**src/rtl/gth_frame_pkg.sv**
```systemverilog
// Frame layout, counter widths and receiver FSM states.
// Shared by the GTH sample-frame packer (TX) and the frame receiver (RX).
package gth_frame_pkg;

  localparam logic [7:0] SYNC_BYTE_DEF = 8'hA5;

  localparam int WORD_W  = 80;
  localparam int HDR_LSB = 72;
  localparam int HDR_W   = 8;
  localparam int SEQ_LSB = 64;
  localparam int SEQ_W   = 8;
  localparam int CH_NUM  = 4;
  localparam int CH_W    = 16;
  localparam int POP_W   = 5;
  localparam int CNT_W   = 20;
  localparam int WIN_W   = 16;
  localparam int RUN_W   = 16;

  typedef enum logic [1:0] {
    ST_HUNT,
    ST_VERIFY,
    ST_LOCKED
  } frame_state_e;

  // Channel c occupies payload bits [16c+15:16c].
  function automatic logic [CH_W-1:0] chSlice(input logic [WORD_W-1:0] word, input int c);
    return word[c*CH_W +: CH_W];
  endfunction

endpackage

```
**src/rtl/gth_sample_frame_rx_popcnt16.sv**
```systemverilog
// Combinational ones-count of a 16-bit channel slice.
module popcnt16 (
  input  logic [15:0] data_i,
  output logic [4:0]  count_o
);

  logic [1:0] pair [8];
  logic [2:0] quad [4];
  logic [3:0] oct  [2];

  // Balanced adder tree keeps the path short at GTH usrclk2 rates.
  always_comb begin
    for (int i = 0; i < 8; i++) begin
      pair[i] = {1'b0, data_i[2*i]} + {1'b0, data_i[2*i+1]};
    end
    for (int i = 0; i < 4; i++) begin
      quad[i] = {1'b0, pair[2*i]} + {1'b0, pair[2*i+1]};
    end
    for (int i = 0; i < 2; i++) begin
      oct[i] = {1'b0, quad[2*i]} + {1'b0, quad[2*i+1]};
    end
    count_o = {1'b0, oct[0]} + {1'b0, oct[1]};
  end

endmodule

```
**src/rtl/gth_sample_frame_rx.sv**
```systemverilog
// GTH sample-frame receiver: header lock FSM plus per-channel ones-count
// accumulation over a programmable window, with a valid/ready result port.
module gth_sample_frame_rx
  import gth_frame_pkg::*;
#(
  parameter int         LOCK_GOOD = 4,
  parameter int         LOCK_BAD  = 4,
  parameter logic [7:0] SYNC_BYTE = SYNC_BYTE_DEF
) (
  input  logic          rx_clk,
  input  logic          reset,
  input  logic [79:0]   rx_data,
  input  logic          rx_data_en,
  input  logic [15:0]   window_len,
  output logic          res_valid,
  input  logic          res_ready,
  output logic [79:0]   res_cnt,
  output logic          locked,
  output logic [15:0]   seq_err_cnt,
  output logic          overflow
);

  localparam logic [RUN_W-1:0] LOCK_GOOD_C = RUN_W'(LOCK_GOOD);
  localparam logic [RUN_W-1:0] LOCK_BAD_C  = RUN_W'(LOCK_BAD);

  frame_state_e     state_q;
  logic [SEQ_W-1:0] seq_q;
  logic [RUN_W-1:0] goodRun_q;
  logic [RUN_W-1:0] badRun_q;
  logic [WIN_W-1:0] winCnt_q;
  logic [WIN_W-1:0] winLen_q;
  logic [CNT_W-1:0] acc_q [CH_NUM];
  logic             resValid_q;
  logic [79:0]      resCnt_q;
  logic             locked_q;
  logic [15:0]      seqErr_q;
  logic             overflow_q;

  logic [POP_W-1:0] pop [CH_NUM];
  logic [CNT_W-1:0] accSum_d [CH_NUM];
  logic [79:0]      resCnt_d;
  logic [SEQ_W-1:0] rxSeq;
  logic             syncOk;
  logic             goodHdr;
  logic [WIN_W-1:0] winLenEff;
  logic [WIN_W-1:0] curLen;
  logic             lastWord;
  logic             lockLost;
  logic             loadOk;

  for (genvar c = 0; c < CH_NUM; c++) begin : g_pop
    popcnt16 u_popcnt (
      .data_i  (chSlice(rx_data, c)),
      .count_o (pop[c])
    );
  end

  // Header qualification and window bookkeeping for the word on rx_data.
  // The window length is latched on the first word, so curLen uses the
  // live input only when the word counter is at zero.
  always_comb begin
    rxSeq     = rx_data[SEQ_LSB +: SEQ_W];
    syncOk    = (rx_data[HDR_LSB +: HDR_W] == SYNC_BYTE);
    goodHdr   = syncOk && (rxSeq == seq_q + 8'd1);
    winLenEff = (window_len == '0) ? WIN_W'(1) : window_len;
    curLen    = (winCnt_q == '0) ? winLenEff : winLen_q;
    lastWord  = ((winCnt_q + WIN_W'(1)) == curLen);
    lockLost  = !goodHdr && ((badRun_q + RUN_W'(1)) >= LOCK_BAD_C);
    loadOk    = !resValid_q || res_ready;
    resCnt_d  = '0;
    for (int c = 0; c < CH_NUM; c++) begin
      accSum_d[c] = acc_q[c] + (goodHdr ? {{(CNT_W-POP_W){1'b0}}, pop[c]} : '0);
      resCnt_d[c*CNT_W +: CNT_W] = accSum_d[c];
    end
  end

  // Lock FSM, accumulation and result handshake. A load on the same edge as
  // a completed transfer overrides the valid clear, giving back-to-back results.
  always_ff @(posedge rx_clk or posedge reset) begin
    if (reset) begin
      state_q    <= ST_HUNT;
      seq_q      <= '0;
      goodRun_q  <= '0;
      badRun_q   <= '0;
      winCnt_q   <= '0;
      winLen_q   <= '0;
      resValid_q <= 1'b0;
      resCnt_q   <= '0;
      locked_q   <= 1'b0;
      seqErr_q   <= '0;
      overflow_q <= 1'b0;
      for (int c = 0; c < CH_NUM; c++) begin
        acc_q[c] <= '0;
      end
    end else begin
      if (resValid_q && res_ready) begin
        resValid_q <= 1'b0;
      end
      if (rx_data_en) begin
        case (state_q)
          ST_HUNT: begin
            if (syncOk) begin
              seq_q     <= rxSeq;
              goodRun_q <= RUN_W'(1);
              if (LOCK_GOOD_C <= RUN_W'(1)) begin
                state_q  <= ST_LOCKED;
                locked_q <= 1'b1;
                badRun_q <= '0;
                winCnt_q <= '0;
                for (int c = 0; c < CH_NUM; c++) begin
                  acc_q[c] <= '0;
                end
              end else begin
                state_q <= ST_VERIFY;
              end
            end
          end
          ST_VERIFY: begin
            if (goodHdr) begin
              seq_q     <= rxSeq;
              goodRun_q <= goodRun_q + RUN_W'(1);
              if ((goodRun_q + RUN_W'(1)) >= LOCK_GOOD_C) begin
                state_q  <= ST_LOCKED;
                locked_q <= 1'b1;
                badRun_q <= '0;
                winCnt_q <= '0;
                for (int c = 0; c < CH_NUM; c++) begin
                  acc_q[c] <= '0;
                end
              end
            end else begin
              state_q   <= ST_HUNT;
              goodRun_q <= '0;
            end
          end
          ST_LOCKED: begin
            seq_q <= rxSeq;
            if (goodHdr) begin
              badRun_q <= '0;
            end else begin
              badRun_q <= badRun_q + RUN_W'(1);
              if (seqErr_q != 16'hFFFF) begin
                seqErr_q <= seqErr_q + 16'd1;
              end
            end
            if (lockLost) begin
              state_q   <= ST_HUNT;
              locked_q  <= 1'b0;
              goodRun_q <= '0;
              badRun_q  <= '0;
              winCnt_q  <= '0;
              for (int c = 0; c < CH_NUM; c++) begin
                acc_q[c] <= '0;
              end
            end else if (lastWord) begin
              winCnt_q <= '0;
              for (int c = 0; c < CH_NUM; c++) begin
                acc_q[c] <= '0;
              end
              if (loadOk) begin
                resCnt_q   <= resCnt_d;
                resValid_q <= 1'b1;
              end else begin
                overflow_q <= 1'b1;
              end
            end else begin
              winCnt_q <= winCnt_q + WIN_W'(1);
              if (winCnt_q == '0) begin
                winLen_q <= curLen;
              end
              for (int c = 0; c < CH_NUM; c++) begin
                acc_q[c] <= accSum_d[c];
              end
            end
          end
          default: begin
            state_q  <= ST_HUNT;
            locked_q <= 1'b0;
          end
        endcase
      end
    end
  end

  assign res_valid   = resValid_q;
  assign res_cnt     = resCnt_q;
  assign locked      = locked_q;
  assign seq_err_cnt = seqErr_q;
  assign overflow    = overflow_q;

endmodule

```
**config.mk**
```make
export PLATFORM = sky130hd
export DESIGN_NAME = gth_sample_frame_rx
export DESIGN_NICKNAME = d
export VERILOG_FILES = /design/src/rtl/gth_frame_pkg.sv /design/src/rtl/gth_sample_frame_rx_popcnt16.sv /design/src/rtl/gth_sample_frame_rx.sv
export SDC_FILE = /design/constraint.sdc
export NUM_CORES = 1
export LEC_CHECK = 0
export CORE_MARGIN = 1
export CORE_UTILIZATION = 40
export CTS_BUF_LIST = sky130_fd_sc_hd__clkbuf_4
export DETAILED_ROUTE_END_ITERATION = 7
export GPL_ROUTABILITY_DRIVEN = 1
export PLACE_DENSITY_LB_ADDON = 0.25
export SYNTH_ARGS = -nofsm -noshare
export SYNTH_HDL_FRONTEND = slang
export SYNTH_SLANG_ARGS = --single-unit
export TNS_END_PERCENT = 50
```
**constraint.sdc**
```tcl
create_clock -name rx_clk -period 26.6 [get_ports rx_clk]
set_clock_uncertainty 0.05 [all_clocks]
set_input_delay 5.32 -clock rx_clk [delete_from_list [all_inputs] [get_ports rx_clk]]
set_output_delay 5.32 -clock rx_clk [all_outputs]
set_load 0.03 [all_outputs]
```
== Yosys cells after proc, flatten, opt, wreduce, memory -nomap -nowiden ==
Index checks and enable logic that the tools add are counted.

* Add/sub/neg operators: 69
* $lt $le $gt $ge: 2
* Equality and inequality tests: 11
* Muxes and demuxes: 41
* Bitwise gates (word level): 5
* Reduce and logical (&&, ||, !) cells: 20

{| class="wikitable"
|+ Operators by type and width
! cell !! count
|-
| 80-bit 2-to-1 mux || 4
|-
| 16-bit 2-to-1 mux || 11
|-
| 80-bit one-hot mux with 2 select lines || 1
|-
| 20-bit by 5-bit adder with 20-bit output || 4
|-
| 1-bit by 1-bit adder with 2-bit output || 32
|-
| 16-bit by 1-bit adder with 16-bit output (second input constant) || 4
|-
| 16-bit one-hot mux with 2 select lines || 2
|-
| 2-bit by 2-bit adder with 3-bit output || 16
|-
| 16-bit one-hot mux with 3 select lines || 1
|-
| 3-bit by 3-bit adder with 4-bit output || 8
|-
| 16-bit by 3-bit greater-or-equal comparator with 1-bit output (second input constant) || 2
|-
| 16-bit logical NOT || 2
|-
| 8-bit one-hot mux with 3 select lines || 1
|-
| 4-bit by 4-bit adder with 5-bit output || 4
|-
| 5-bit 2-to-1 mux || 4
|-
| 4-bit AND reduction || 5
|-
| 5-bit AND reduction || 4
|-
| 16-bit equality test || 1
|-
| 8-bit 2-to-1 mux || 2
|-
| 16-bit != test (second input constant) || 1
|-
| 1-bit 2-to-1 mux || 9
|-
| 8-bit by 1-bit adder with 8-bit output (second input constant) || 1
|-
| 8-bit equality test || 1
|-
| 8-bit equality test (second input constant) || 1
|-
| 14 further kinds || 27
|}

* Bits in registers: 253
* Bits of input ports: 100
* Output and inout bits: 99

== Depth between registers and ports, before layout ==
Gate-level depths: netlist of run 1.

* Word-level depth: 9
* Mapped depth: 22

== Hierarchy ==
A second synthesis of run 1 with hierarchy kept.

* Cells, all modules: 1,587
* Area, all modules: 16,148.0 um^2

{| class="wikitable"
|+ Modules (own cells, without submodules)
! module !! instances !! cells an instance !! area an instance (um^2) !! seq. area each (um^2)
|-
| gth_sample_frame_rx || 1 || 1,408 || 14,550.2 || 6,331.1
|-
| popcnt16 (g_pop[0].u_popcnt ...) || 3 || 47 || 407.9 || 0.0
|-
| popcnt16 (g_pop[3].u_popcnt) || 1 || 38 || 374.1 || 0.0
|}

== Worst setup path before layout of run 1 ==
Ideal clock, no wire load.

* Path kind: input to register
* Start: input port rx_data[16]
* End: register resCnt_q[29], in the netlist res_cnt[29]
* Setup time: 0.125 ns
* Data arrival time: 10.136 ns
* Data required time: 26.425 ns
* Slack: 16.289 ns
* Stages on the path: 20
* Path buffers: 1
* Cells stage by stage: inv_1 > fa_1 > fa_1 > fa_1 > fa_1 > inv_1 > ha_1 > fa_1 > inv_1 > nor2_1 > ha_1 > a21o_1 > a21oi_1 > o21bai_1 > a21oi_1 > or2_2 > clkbuf_1 > nor3_1 > or2_2 > mux2_4

* Cells in the longest elaborated chain, start to end: 6

{| class="wikitable"
|+ Ends and longest elaborated chain
! element !! RTL line !! RTL
|-
| start: declaration || gth_sample_frame_rx.sv:12 || <nowiki>input logic [79:0] rx_data,</nowiki>
|-
| 1-bit by 1-bit adder with 2-bit output || gth_sample_frame_rx_popcnt16.sv:14 || <nowiki>pair[i] = {1'b0, data_i[2*i]} + {1'b0, data_i[2*i+1]};</nowiki>
|-
| 2-bit by 2-bit adder with 3-bit output || gth_sample_frame_rx_popcnt16.sv:17 || <nowiki>quad[i] = {1'b0, pair[2*i]} + {1'b0, pair[2*i+1]};</nowiki>
|-
| 3-bit by 3-bit adder with 4-bit output || gth_sample_frame_rx_popcnt16.sv:20 || <nowiki>oct[i] = {1'b0, quad[2*i]} + {1'b0, quad[2*i+1]};</nowiki>
|-
| 4-bit by 4-bit adder with 5-bit output || gth_sample_frame_rx_popcnt16.sv:22 || <nowiki>count_o = {1'b0, oct[0]} + {1'b0, oct[1]};</nowiki>
|-
| 5-bit 2-to-1 mux || gth_sample_frame_rx.sv:72 || <nowiki>accSum_d[c] = acc_q[c] + (goodHdr ? {{(CNT_W-POP_W){1'b0}}, pop[c]} : '0);</nowiki>
|-
| 20-bit by 5-bit adder with 20-bit output || gth_sample_frame_rx.sv:72 ||
|-
| end signal: assignment || gth_sample_frame_rx.sv:161 || <nowiki>resCnt_q <= resCnt_d;</nowiki>
|-
| end: declaration || gth_sample_frame_rx.sv:34 || <nowiki>logic [79:0] resCnt_q;</nowiki>
|}

Every way passes these cells.
A chain may end at the register's enable or synchronous reset.

== Worst setup path after layout of run 1 ==
* Start: input port rx_data[48]
* End: register resCnt_q[79], in the netlist res_cnt[79]

Same word-level chain as after synthesis.

==> summary.txt, run 1 <==
Floorplan
  • I/O pins: 199
  • Die width: 200.9 um
  • Die Y-Extent: 200.9 um
  • Die area: 0.04035 mm2
  • Initial Util: 40.74%
  • Rows: 72
  • Core Area: 0.03883 mm2

Finish
  • Share of cells above drive strength 1: 13.49%
  • Final cell count without fillers: 2277
  • Fillers: 3641
  • Final layout net count: 1900
  • Design Area, Final: 0.01914 mm2
  • Area delta synth->final: 20.98%
  • Register area: 0.006331 mm2
  • Multi-input logic area: 0.008678 mm2

Detailed routing
  • Vias: 12109
  • Wire length per cell: 16.26 um
  • Routed WL: 37020 um
  • DRC: 0
  • DRT iter0 DRCs: 620
  • First-pass DRT Iterations: 5
  • Via-to-Cell Ratio: 5.318
  • ANT nets after route: 0

Yosys
  • EDFF count, synth: 0
  • Yosys Warn Count: 0
  • Cells after Synth: 1491
  • Synth Cell Area: 0.01582 mm2
  • Synth top cells by count: dfrtp_1, inv_1, xnor2_1, mux2_4, nand2_1
  • Yosys cell types: 67
  • Async set-or-reset flop fraction in the synthesized netlist: 100.0%
  • Count leader, synth: dfrtp_1
  • Register area share after synthesis: 40.02%
  • Area share of the largest cell type after synthesis: 40.02%
  • Synth Net Count: 1687
  • Post-Syn Area per Cell: 10.61 um2
  • Number of synthesized register bits: 253
  • Leading area contributor after synthesis: dfrtp_1
  • Top post-synthesis cells by area: dfrtp_1, mux2_4, fa_1
  • Ys flop type: dfrtp_1

Setup path
  • CP Data Arrival Time: 11.05 ns
  • CP Data Required Time: 27.17 ns
  • CP max-delay cell: fa_1
  • Crit end category: register
  • Slowest Stage Delay on Critical Path: 0.54 ns
  • Crit path cell chain: clkdlybuf4s50_1, inv_1, fa_1, inv_1, fa_1, fa_1, inv_1, fa_1, inv_1, ha_1, fa_1, inv_1, nor2_1, ha_1, a21o_1, a21oi_1, o21bai_1, a21oi_1, nor2_1, nand3_1, nor2_1, xor2_1, mux2_4
  • Crit-path max FO: 7
  • Setup CP Type: input pin to register
  • Setup crit start kind: input pin

Hold path
  • Worst hold path type: register to register

Global routing
  • First-pass GRT wire length: 61420 um
  • Initial antenna violation count: 1
  • Via count of the first global-routing pass: 12235
  • All-Layer GR Usage: 18.55%
  • Largest net degree at the start of global routing: 99
  • GRT Residual Overflow: 0

Power
  • Seq pwr share: 41.1%
  • Leakage: 9.161 nW
  • PD cells: 53.62 mW/mm2
  • Combinational share of power: 22.0%
  • Clk pwr share: 36.9%
  • Worst IR drop on VDD: 0.04583 mV
  • Internal power: 0.0007113 W
  • Switching fraction of total power: 30.68%
  • Sw Pwr: 0.0003149 W

STA
  • Worst slew margin: 27.34%
  • Achievable Freq: 95.42 MHz
  • Final Hold Violating Endpoints: 0
  • Actual slew at the worst max-slew pin: 1.088 ns
  • Minimum clock period: 10.48 ns
  • Final Cycle Share: 39.40%
  • Worst hold slack: 0.4269 ns
  • Count of final setup violators: 0
  • Max Transition Viols Final: 0
  • TNS Setup: 0 ns
  • RSZ-0062 raised after global routing: false
  • Final worst slack: 16.12 ns

Clock tree
  • Post-CTS Hold Buffers: 0
  • Clk sink count: 253
  • Clock-pin slew on the worst setup and hold paths: 0.06 ns
  • CTS Buf Count: 73
  • Post-CTS sizing: 0
  • H-tree Lvls: 3
  • CTS tree: yes
  • Clock Path Buffers: 3
  • Post-CTS setup buffers: 0
  • Root buf cell: clkbuf_4
  • Worst-Skew Late Latency: 0.74 ns

Placement
  • IO buf count: 198
  • DPL Wire Length: 24910 um
  • Placed Area: 0.01819 mm2
  • Final GP Congestion: 0.8428
  • Placed Cells incl. Taps: 2147
  • Dpl ws: 15.33 ns

Job
  • Max-cap violations: 0

Status
  • Status: finished clean
## per-stage QoR
| step | total power (W) | utilization (%) |
|---|---|---|
| after floorplan | 0.0005971 | - |
| after global placement | 0.0006533 | 46.84 |
| after detailed placement | 0.0006590 | 46.84 |
| after CTS | 0.001047 | 49.28 |
| after global routing | 0.001100 | 49.29 |
| final | 0.001026 | 49.29 |
## cell families after synthesis
| logic type | after synthesis | synth area share (%) |
|---|---|---|
| AOI/OAI and AO/OA | 286 | 13.01 |
| xor gates and xnor gates | 137 | 7.759 |
| adders and majority gates | 96 | 9.681 |
| buffers and inverters | 193 | 5.284 |
| DFF | 253 | 40.02 |
| muxes | 122 | 10.37 |
| and+or+nand+nor | 404 | 13.87 |
## power by group through the flow
stage / logic (W) / clock network, W / registers [W]
floorplan: 0.000168 / 0 / 0.000429
global placement: 0.000226 / 0 / 0.000428
detailed placement: 0.000230 / 0 / 0.000429
CTS: 0.000231 / 0.000394 / 0.000422
global route: 0.000262 / 0.000413 / 0.000425
finish: 0.000226 / 0.000378 / 0.000422
## final timing paths
| path | startpoint | endpoint | slack [ns] | depth (start not counted) |
|---|---|---|---|---|
| min in group asynchronous | reset | overflow | 5.06 | 2 |
| max | rx_data[48] | res_cnt[79] | 16.12 | 23 |
| min | overflow | overflow | 0.43 | 1 |
| min reg2reg | overflow | overflow | 0.43 | 1 |
| max reg2reg | winCnt_q[0] | res_cnt[13] | 21.08 | 13 |
| max in group asynchronous | reset | res_cnt[71] | 19.89 | 3 |
## layout by cell type (no fill, tap or decap), types with 13 or more instances in the layout
cell type | netlist | final
nand3_1 | 40 | 39
mux2_4 | 77 | 77
clkinv_1 | 0 | 20
dfrtp_1 | 253 | 253
clkbuf_4 | 0 | 98
fa_1 | 44 | 44
a21o_1 | 15 | 15
xnor2_1 | 98 | 98
inv_1 | 122 | 121
and4_1 | 13 | 13
a22oi_1 | 50 | 50
o21ai_0 | 38 | 38
nand2_1 | 77 | 77
xor2_1 | 37 | 37
mux2_2 | 23 | 23
nor2_1 | 61 | 61
nor3_1 | 33 | 33
clkdlybuf4s50_1 | 0 | 198
ha_1 | 52 | 52
a21oi_1 | 25 | 25
a22o_1 | 31 | 31
o31ai_1 | 55 | 55
o21bai_1 | 17 | 17
and3_1 | 66 | 66
mux2i_1 | 18 | 18
nor2b_1 | 15 | 14
and2_1 | 16 | 16
nand4_1 | 27 | 27
## state kept, by name (all words and copies together) (netlist names), 8 cells and up
name,cells
winLen_q,16
seq_q,8
winCnt_q,16
acc_q,80
badRun_q,16
res_cnt,80
goodRun_q,16
seq_err_cnt,16
## layout make-up
class                           count  area share [%]
Antenna cell                        2         0.02615
Clock buffer                       98           3.844
Clock inverter                     30           1.098
Inverter                          122           2.432
Multi-Input combinational cell   1045           45.35
Sequential cell                   253           33.08
Tap cell                          518           3.387
Timing Repair Buffer              209           10.79
## layer usage
metal	up-vias	part of all wire (%)	GRT usage (%)
li1	5792	-	-
met1	5966	44	23.34
met2	278	49	31.04
met3	73	5.0	4.107
met4	0	2.4	7.007
met5	-	0	0
## worst max-delay path: cells and delay by family
kind	cells	cell delay (ns)
AO/OA/AOI/OAI	4	0.99
multiplexers	1	0.27
adder cells (fa/ha/maj)	7	2.94
buffers and inverters	6	0.70
XOR/XNOR	1	0.14
AND/OR/NAND/NOR	4	0.69
No activity file was read; power rests on OpenSTA's default activity.
==> run 2, diff against run 1 <==
==> constraint.sdc (replaced) <==
create_clock -name rx_clk -period 9 [get_ports rx_clk]
set_clock_uncertainty 0.05 [all_clocks]
set_input_delay 1.8 -clock rx_clk [delete_from_list [all_inputs] [get_ports rx_clk]]
set_output_delay 1.8 -clock rx_clk [all_outputs]
set_load 0.03 [all_outputs]
==> run 2 against run 1 <==
  * Hold slack better by 0.0063 ns
  * Via count down 1.2%
  * Largest cell class unchanged
  * Clock power rose to 3.0 times the previous value
  * Largest power group unchanged
==> summary.txt, run 2 (synthesis results as in run 1) <==
Floorplan
  • Die width: 200.9 um (unchanged)
  • Initial Util: 40.74% (unchanged)
  • Rows: 72 (unchanged)
  • Core Area: 0.03883 mm2 (unchanged)
  • Die area: 0.04035 mm2 (unchanged)
  • Die Y-Extent: 200.9 um (unchanged)
  • I/O pins: 199 (unchanged)

Global routing
  • Met1 Use GR: 23.58% (+0.24 points)
  • First-pass GRT wire length: 60560 um (-1.4%)
  • Via count of the first global-routing pass: 12091 (-1.2%)
  • Most Used Layer, Global Route: met2
  • GRT Residual Overflow: 0 (unchanged)
  • Largest net degree at the start of global routing: 181 (+83%)
  • Initial antenna violation count: 2 (+1)
  • Grt met3 use: 4.367% (+0.26 points)
  • All-Layer GR Usage: 18.43% (-0.12 points)
  • Met2 Track Usage GR: 30.25% (-0.79 points)

STA
  • Actual slew at the worst max-slew pin: 1.096 ns (+0.008545 ns)
  • Minimum clock period: 6.902 ns
  • RSZ-0062 raised after global routing: false
  • TNS Setup: 0 ns (unchanged)
  • Final Hold Violating Endpoints: 0 (unchanged)
  • Count of final setup violators: 0 (unchanged)
  • Max Transition Viols Final: 0 (unchanged)
  • Final Cycle Share: 76.69%
  • Achievable Freq: 144.9 MHz
  • Worst slew margin: 26.77% (-0.57 points)

Detailed routing
  • Vias: 11964 (-1.2%)
  • ANT nets after route: 0 (unchanged)
  • DRC: 0 (unchanged)
  • Routed WL: 36830 um (-0.53%)
  • DRT iter0 DRCs: 559 (-9.8%)
  • Wire length per cell: 16.19 um (-0.44%)
  • First-pass DRT Iterations: 5 (unchanged)
  • Via-to-Cell Ratio: 5.259 (-1.1%)

Clock tree
  • Clock-pin slew on the worst setup and hold paths: 0.07 ns (about the same)
  • Worst-Skew Late Latency: 0.75 ns (about the same)
  • H-tree Lvls: 3 (unchanged)
  • Post-CTS Hold Buffers: 0 (unchanged)
  • Post-CTS setup buffers: 0 (unchanged)
  • Clock Path Buffers: 3 (unchanged)
  • Clk sink count: 253 (unchanged)
  • CTS tree: yes
  • Root buf cell: clkbuf_4
  • Post-CTS sizing: 0 (unchanged)
  • CTS Buf Count: 74 (+1.4%)

Power
  • Combinational share of power: 21.9% (about the same)
  • Tot Pwr: 0.003027 W (+190%)
  • Seq pwr share: 41.2% (about the same)
  • Sw Pwr: 0.0009130 W (+190%)
  • Switching fraction of total power: 30.16% (-0.52 points)
  • PD cells: 158.1 mW/mm2 (+190%)
  • Clk pwr share: 36.9% (about the same)
  • Leakage: 9.178 nW (+0.19%)
  • Internal power: 0.002114 W (+200%)
  • Worst IR drop on VDD: 0.1364 mV (+200%)

Setup path
  • CP Data Required Time: 9.57 ns (-17.60 ns)
  • R2R cell count: 12 (-1)
  • R2R Path Start: winCnt_q[0]
  • Crit-path max FO: 7 (unchanged)
  • Cell family with most CP delay: adder cells
  • Setup CP Type: input pin to register
  • Crit path launch: rx_data[48]
  • Slowest Stage Delay on Critical Path: 0.55 ns (about the same)
  • Setup crit start kind: input pin
  • CP max-delay cell: a21oi_1
  • Crit path cell chain: clkdlybuf4s50_1, inv_1, fa_1, inv_1, fa_1, fa_1, inv_1, fa_1, inv_1, ha_1, fa_1, inv_1, nor2_1, ha_1, a21o_1, a21oi_1, o21bai_1, a21oi_1, nor2_1, nand3_1, nor2_1, xor2_1, mux2_4
  • Worst Path Buf+Inv: 6 (unchanged)
  • CP Data Arrival Time: 7.48 ns (-3.57 ns)
  • WP depth: 23 (unchanged)
  • Crit end category: register

Finish
  • Share of cells above drive strength 1: 13.96% (+0.47 points)
  • Most frequent cells in the layout: dfrtp_1, clkdlybuf4s50_1, inv_1, clkbuf_4, xnor2_1
  • Final layout net count: 1901 (+0.053%)
  • Area delta synth->final: 21.03% (about the same)
  • Commonest non-fill, non-tap cell in the layout: dfrtp_1

Hold path
  • Worst hold path type: register to register
  • Hold path start: overflow
  • Worst Hold Path Cells: 1 (unchanged)

Placement
  • DPL Wire Length: 24620 um (-1.1%)
  • Final GP Congestion: 0.8423 (about the same)
  • IO buf count: 198 (unchanged)

Status
  • Status: finished clean

Job
  • Max-cap violations: 0 (unchanged)
[run 2: worst paths after layout]
| check | slack [ns] | to |
|---|---|---|
| max | 2.10 | res_cnt[79] |
| max reg2reg | 3.96 | res_cnt[25] |
| max in group asynchronous | 5.99 | res_cnt[62] |
| min in group asynchronous | 1.46 | overflow |
| min | 0.43 | overflow |
| min reg2reg | 0.43 | overflow |
[run 2: area by class of cell]
cell class / count / area (um2)
Fill cell: 3632 / 19680
Multi-Input combinational cell: 1045 / 8678
Sequential cell: 253 / 6331
Timing Repair Buffer: 209 / 2077
Clock buffer: 109 / 818.3
Tap cell: 518 / 648.1
Inverter: 122 / 465.4
Clock inverter: 17 / 122.6
Antenna cell: 2 / 5.005
[run 2: per-stage QoR]
step | setup WS, ns | utilization, % | instance area [um2] | std cells | hold slack, ns
floorplan | 0.1933 | - | 15820 | 1491 | 0.4063
global placement | 1.352 | 46.87 | 18200 | 2147 | 0.4111
CTS | 2.148 | 49.30 | 19140 | 2273 | 0.4378
detailed placement | 1.312 | 46.87 | 18200 | 2147 | 0.4164
global route | 1.782 | 49.31 | 19150 | 2275 | 0.4657
finish | 2.098 | 49.31 | 19150 | 2275 | 0.4332
[run 2: power by group through the flow]
| stage | Sequential (W) | Clock (W) | Combinational, W |
|---|---|---|---|
| after detailed placement | 0.00127 | 0 | 0.000676 |
| after CTS | 0.00125 | 0.00117 | 0.000679 |
| after global routing | 0.00126 | 0.00123 | 0.000773 |
| final | 0.00125 | 0.00112 | 0.000664 |
| after global placement | 0.00126 | 0 | 0.000666 |
| after floorplan | 0.00127 | 0 | 0.000497 |
[run 2: metal layers]
metal | vias up | routed length (um) | share of wire (%)
met2 | 277 | 17710 | 48
met4 | 0 | 807 | 2.2
met3 | 67 | 1913 | 5.2
met5 | - | 0 | 0
met1 | 5838 | 16400 | 45
li1 | 5782 | - | -
[run 2: worst register-to-register path, delay by kind of cell (launching register included)]
family,cells,cell delay [ns]
xor+xnor,1,0.28
mux,2,0.73
flops,1,0.45
buf+inv,2,0.87
compound gates,1,0.17
fa+ha+maj,1,0.18
simple gates,5,2.23
==> run 3, diff against run 2 <==
==> constraint.sdc (replaced) <==
create_clock -name rx_clk -period 5.61 [get_ports rx_clk]
set_clock_uncertainty 0.05 [all_clocks]
set_input_delay 1.122 -clock rx_clk [delete_from_list [all_inputs] [get_ports rx_clk]]
set_output_delay 1.122 -clock rx_clk [all_outputs]
set_load 0.03 [all_outputs]
==> run 3 against run 2 <==
  * Clock power is 52% higher
  * Core utilization is 3.0 points higher
  * Die area unchanged
  * Non-clock buffer count up 90
  * Power rose by 65%
  * Clock-buffer cell count did not move
  * Hold slack got worse by 0.00064 ns
  * Combinational power up 93%
  * Sequential power is 60% higher
  * Sequential share of layout area shrank 1.9 points
==> summary.txt, run 3 (synthesis results as in run 1) <==
Status
  • Status: finished clean

STA
  • Count of final setup violators: 0 (unchanged)
  • Final Cycle Share: 98.02%
  • Final Hold Violating Endpoints: 0 (unchanged)
  • Actual slew at the worst max-slew pin: 0.8623 ns (-0.2338 ns)
  • Achievable Freq: 181.9 MHz
  • Max Transition Viols Final: 0 (unchanged)
  • Minimum clock period: 5.499 ns
  • Worst slew margin: 42.51% (+16 points)
  • TNS Setup: 0 ns (unchanged)

Finish
  • Fillers: 3507 (-3.4%)
  • Share of cells above drive strength 1: 23.23% (+9.3 points)
  • Area delta synth->final: 28.43%
  • Most frequent cells in the layout: dfrtp_1, clkdlybuf4s50_1, clkbuf_4, inv_1, xnor2_1
  • Commonest non-fill, non-tap cell in the layout: dfrtp_1
  • Final layout net count: 1992 (+4.8%)

Power
  • Seq pwr share: 40.2% (-1.0 points)
  • Sw Pwr: 0.001574 W (+72%)
  • Switching fraction of total power: 31.56% (+1.4 points)
  • Tot Pwr: 0.004985 W (+65%)
  • Worst IR drop on VDD: 0.2111 mV (+55%)
  • Clk pwr share: 34.1% (-2.8 points)
  • Internal power: 0.003412 W (+61%)
  • Combinational share of power: 25.7% (+3.8 points)
  • PD cells: 245.4 mW/mm2 (+55%)
  • Leakage: 9.936 nW (+8.3%)

Clock tree
  • H-tree Lvls: 3 (unchanged)
  • Worst-Skew Late Latency: 0.72 ns (-0.03 ns)
  • CTS Buf Count: 75 (+1.4%)
  • Clock-pin slew on the worst setup and hold paths: 0.06 ns (about the same)
  • Root buf cell: clkbuf_4
  • CTS tree: yes
  • Clk sink count: 253 (unchanged)
  • Clock Path Buffers: 3 (unchanged)

Detailed routing
  • ANT nets after route: 0 (unchanged)
  • First-pass DRT Iterations: 5 (unchanged)
  • Via-to-Cell Ratio: 5.257 (about the same)
  • Vias: 12439 (+4.0%)
  • DRC: 0 (unchanged)
  • Wire length per cell: 16.15 um (-0.22%)
  • Routed WL: 38220 um (+3.8%)
  • DRT iter0 DRCs: 543 (-2.9%)

Floorplan
  • Die Y-Extent: 200.9 um (unchanged)
  • Die area: 0.04035 mm2 (unchanged)
  • Core Area: 0.03883 mm2 (unchanged)
  • I/O pins: 199 (unchanged)
  • Initial Util: 40.74% (unchanged)
  • Die width: 200.9 um (unchanged)
  • Rows: 72 (unchanged)

Placement
  • DPL Wire Length: 25160 um (+2.2%)
  • Final GP Congestion: 0.8190 (-2.8%)
  • IO buf count: 198 (unchanged)

Setup path
  • Critical Path Most Common Cell: fa_1
  • R2R Path Start: winCnt_q[0]
  • Setup crit start kind: input pin
  • Crit-path max FO: 6 (-1)
  • Crit path launch: rx_data[35]
  • WP depth: 21 (-8.7%)
  • CP Capture Point: acc_q[33]
  • Crit end category: register
  • Worst Path Buf+Inv: 4 (-2)
  • Cell family with most CP delay: adder cells
  • R2R setup slack: 1.18 ns (-2.78 ns)
  • Crit path cell chain: clkdlybuf4s50_1, fa_1, inv_1, fa_1, fa_1, fa_1, inv_1, ha_4, fa_2, xnor2_2, nor2_1, ha_1, a21oi_1, o21bai_1, a21oi_1, buf_4, nor2_4, nand4_1, and3_1, a22oi_1, o31ai_1
  • R2R cell count: 12 (unchanged)
  • CP Data Arrival Time: 6.05 ns (-1.43 ns)
  • CP max-delay cell: fa_1
  • CP Data Required Time: 6.16 ns (-3.41 ns)
  • Worst R2R End: res_cnt[21]
  • Setup CP Type: input pin to register
  • Slowest Stage Delay on Critical Path: 0.51 ns (-0.04 ns)

Job
  • Max-cap violations: 0 (unchanged)

Global routing
  • Via count of the first global-routing pass: 12614 (+4.3%)
  • First-pass GRT wire length: 62490 um (+3.2%)
  • Largest net degree at the start of global routing: 149 (-18%)
  • Initial antenna violation count: 1 (-1)
  • GRT Residual Overflow: 0 (unchanged)
  • All-Layer GR Usage: 18.80% (+0.38 points)

Hold path
  • Worst hold path type: register to register
[run 3: how the worst min path moves through the flow]
stage                     cells past startpoint           to         from
after detailed placement                      1     overflow     overflow
after global placement                        1     overflow     overflow
final                                         1     overflow     overflow
after global routing                          1  winLen_q[7]  winLen_q[7]
after CTS                                     1     overflow     overflow
after floorplan                               2    acc_q[42]    acc_q[42]
[run 3: cell type report]
cell class                      instances  area, um2  share of cell area, %
Tap cell                              518      648.1                  3.190
Clock buffer                          109      818.3                  4.028
Sequential cell                       253       6331                  31.16
Antenna cell                            1      2.502                0.01232
Timing Repair Buffer                  299       2899                  14.27
Clock inverter                         19      80.08                 0.3942
Multi-Input combinational cell       1045       9075                  44.67
Inverter                              122      461.7                  2.273
[run 3: layer usage]
metal | vias to the layer above | GRT usage, % | wire length [um]
met5 | - | 0 | 0
met4 | 0 | 7.879 | 1108
met3 | 77 | 4.091 | 1693
met2 | 300 | 30.64 | 18360
met1 | 6104 | 24.11 | 17060
li1 | 5958 | - | -
[run 3: repair_timing]
item,CTS,global route
endpoints found under the hold margin,0,0
pin swaps,25,93
hold buffers,0,0
endpoints found under the setup margin,81,104
setup buffers,8,10
gates cloned,0,0
gates resized for setup,34,122
[run 3: metrics by stage]
step	hold slack (ns)	worst slack [ns]	util [%]	std cells	cell area, um2
6_report	0.4325	0.1109	52.32	2366	20320
5_1_grt	0.4696	-0.02238	52.32	2366	20320
4_1_cts	0.4409	-0.02092	51.14	2356	19860
3_5_place_dp	0.4265	-1.043	48.42	2221	18800
3_3_place_gp	0.4188	-0.9545	48.42	2221	18800
2_1_floorplan	0.4063	-0.5033	-	1491	15820
[run 3: power groups by stage]
stage | registers, W | logic, W | clock network, W
global placement | 0.00203 | 0.00112 | 0
floorplan | 0.00203 | 0.000798 | 0
global route | 0.00202 | 0.00146 | 0.00188
finish | 0.00200 | 0.00128 | 0.00170
detailed placement | 0.00204 | 0.00114 | 0
CTS | 0.00200 | 0.00118 | 0.00178
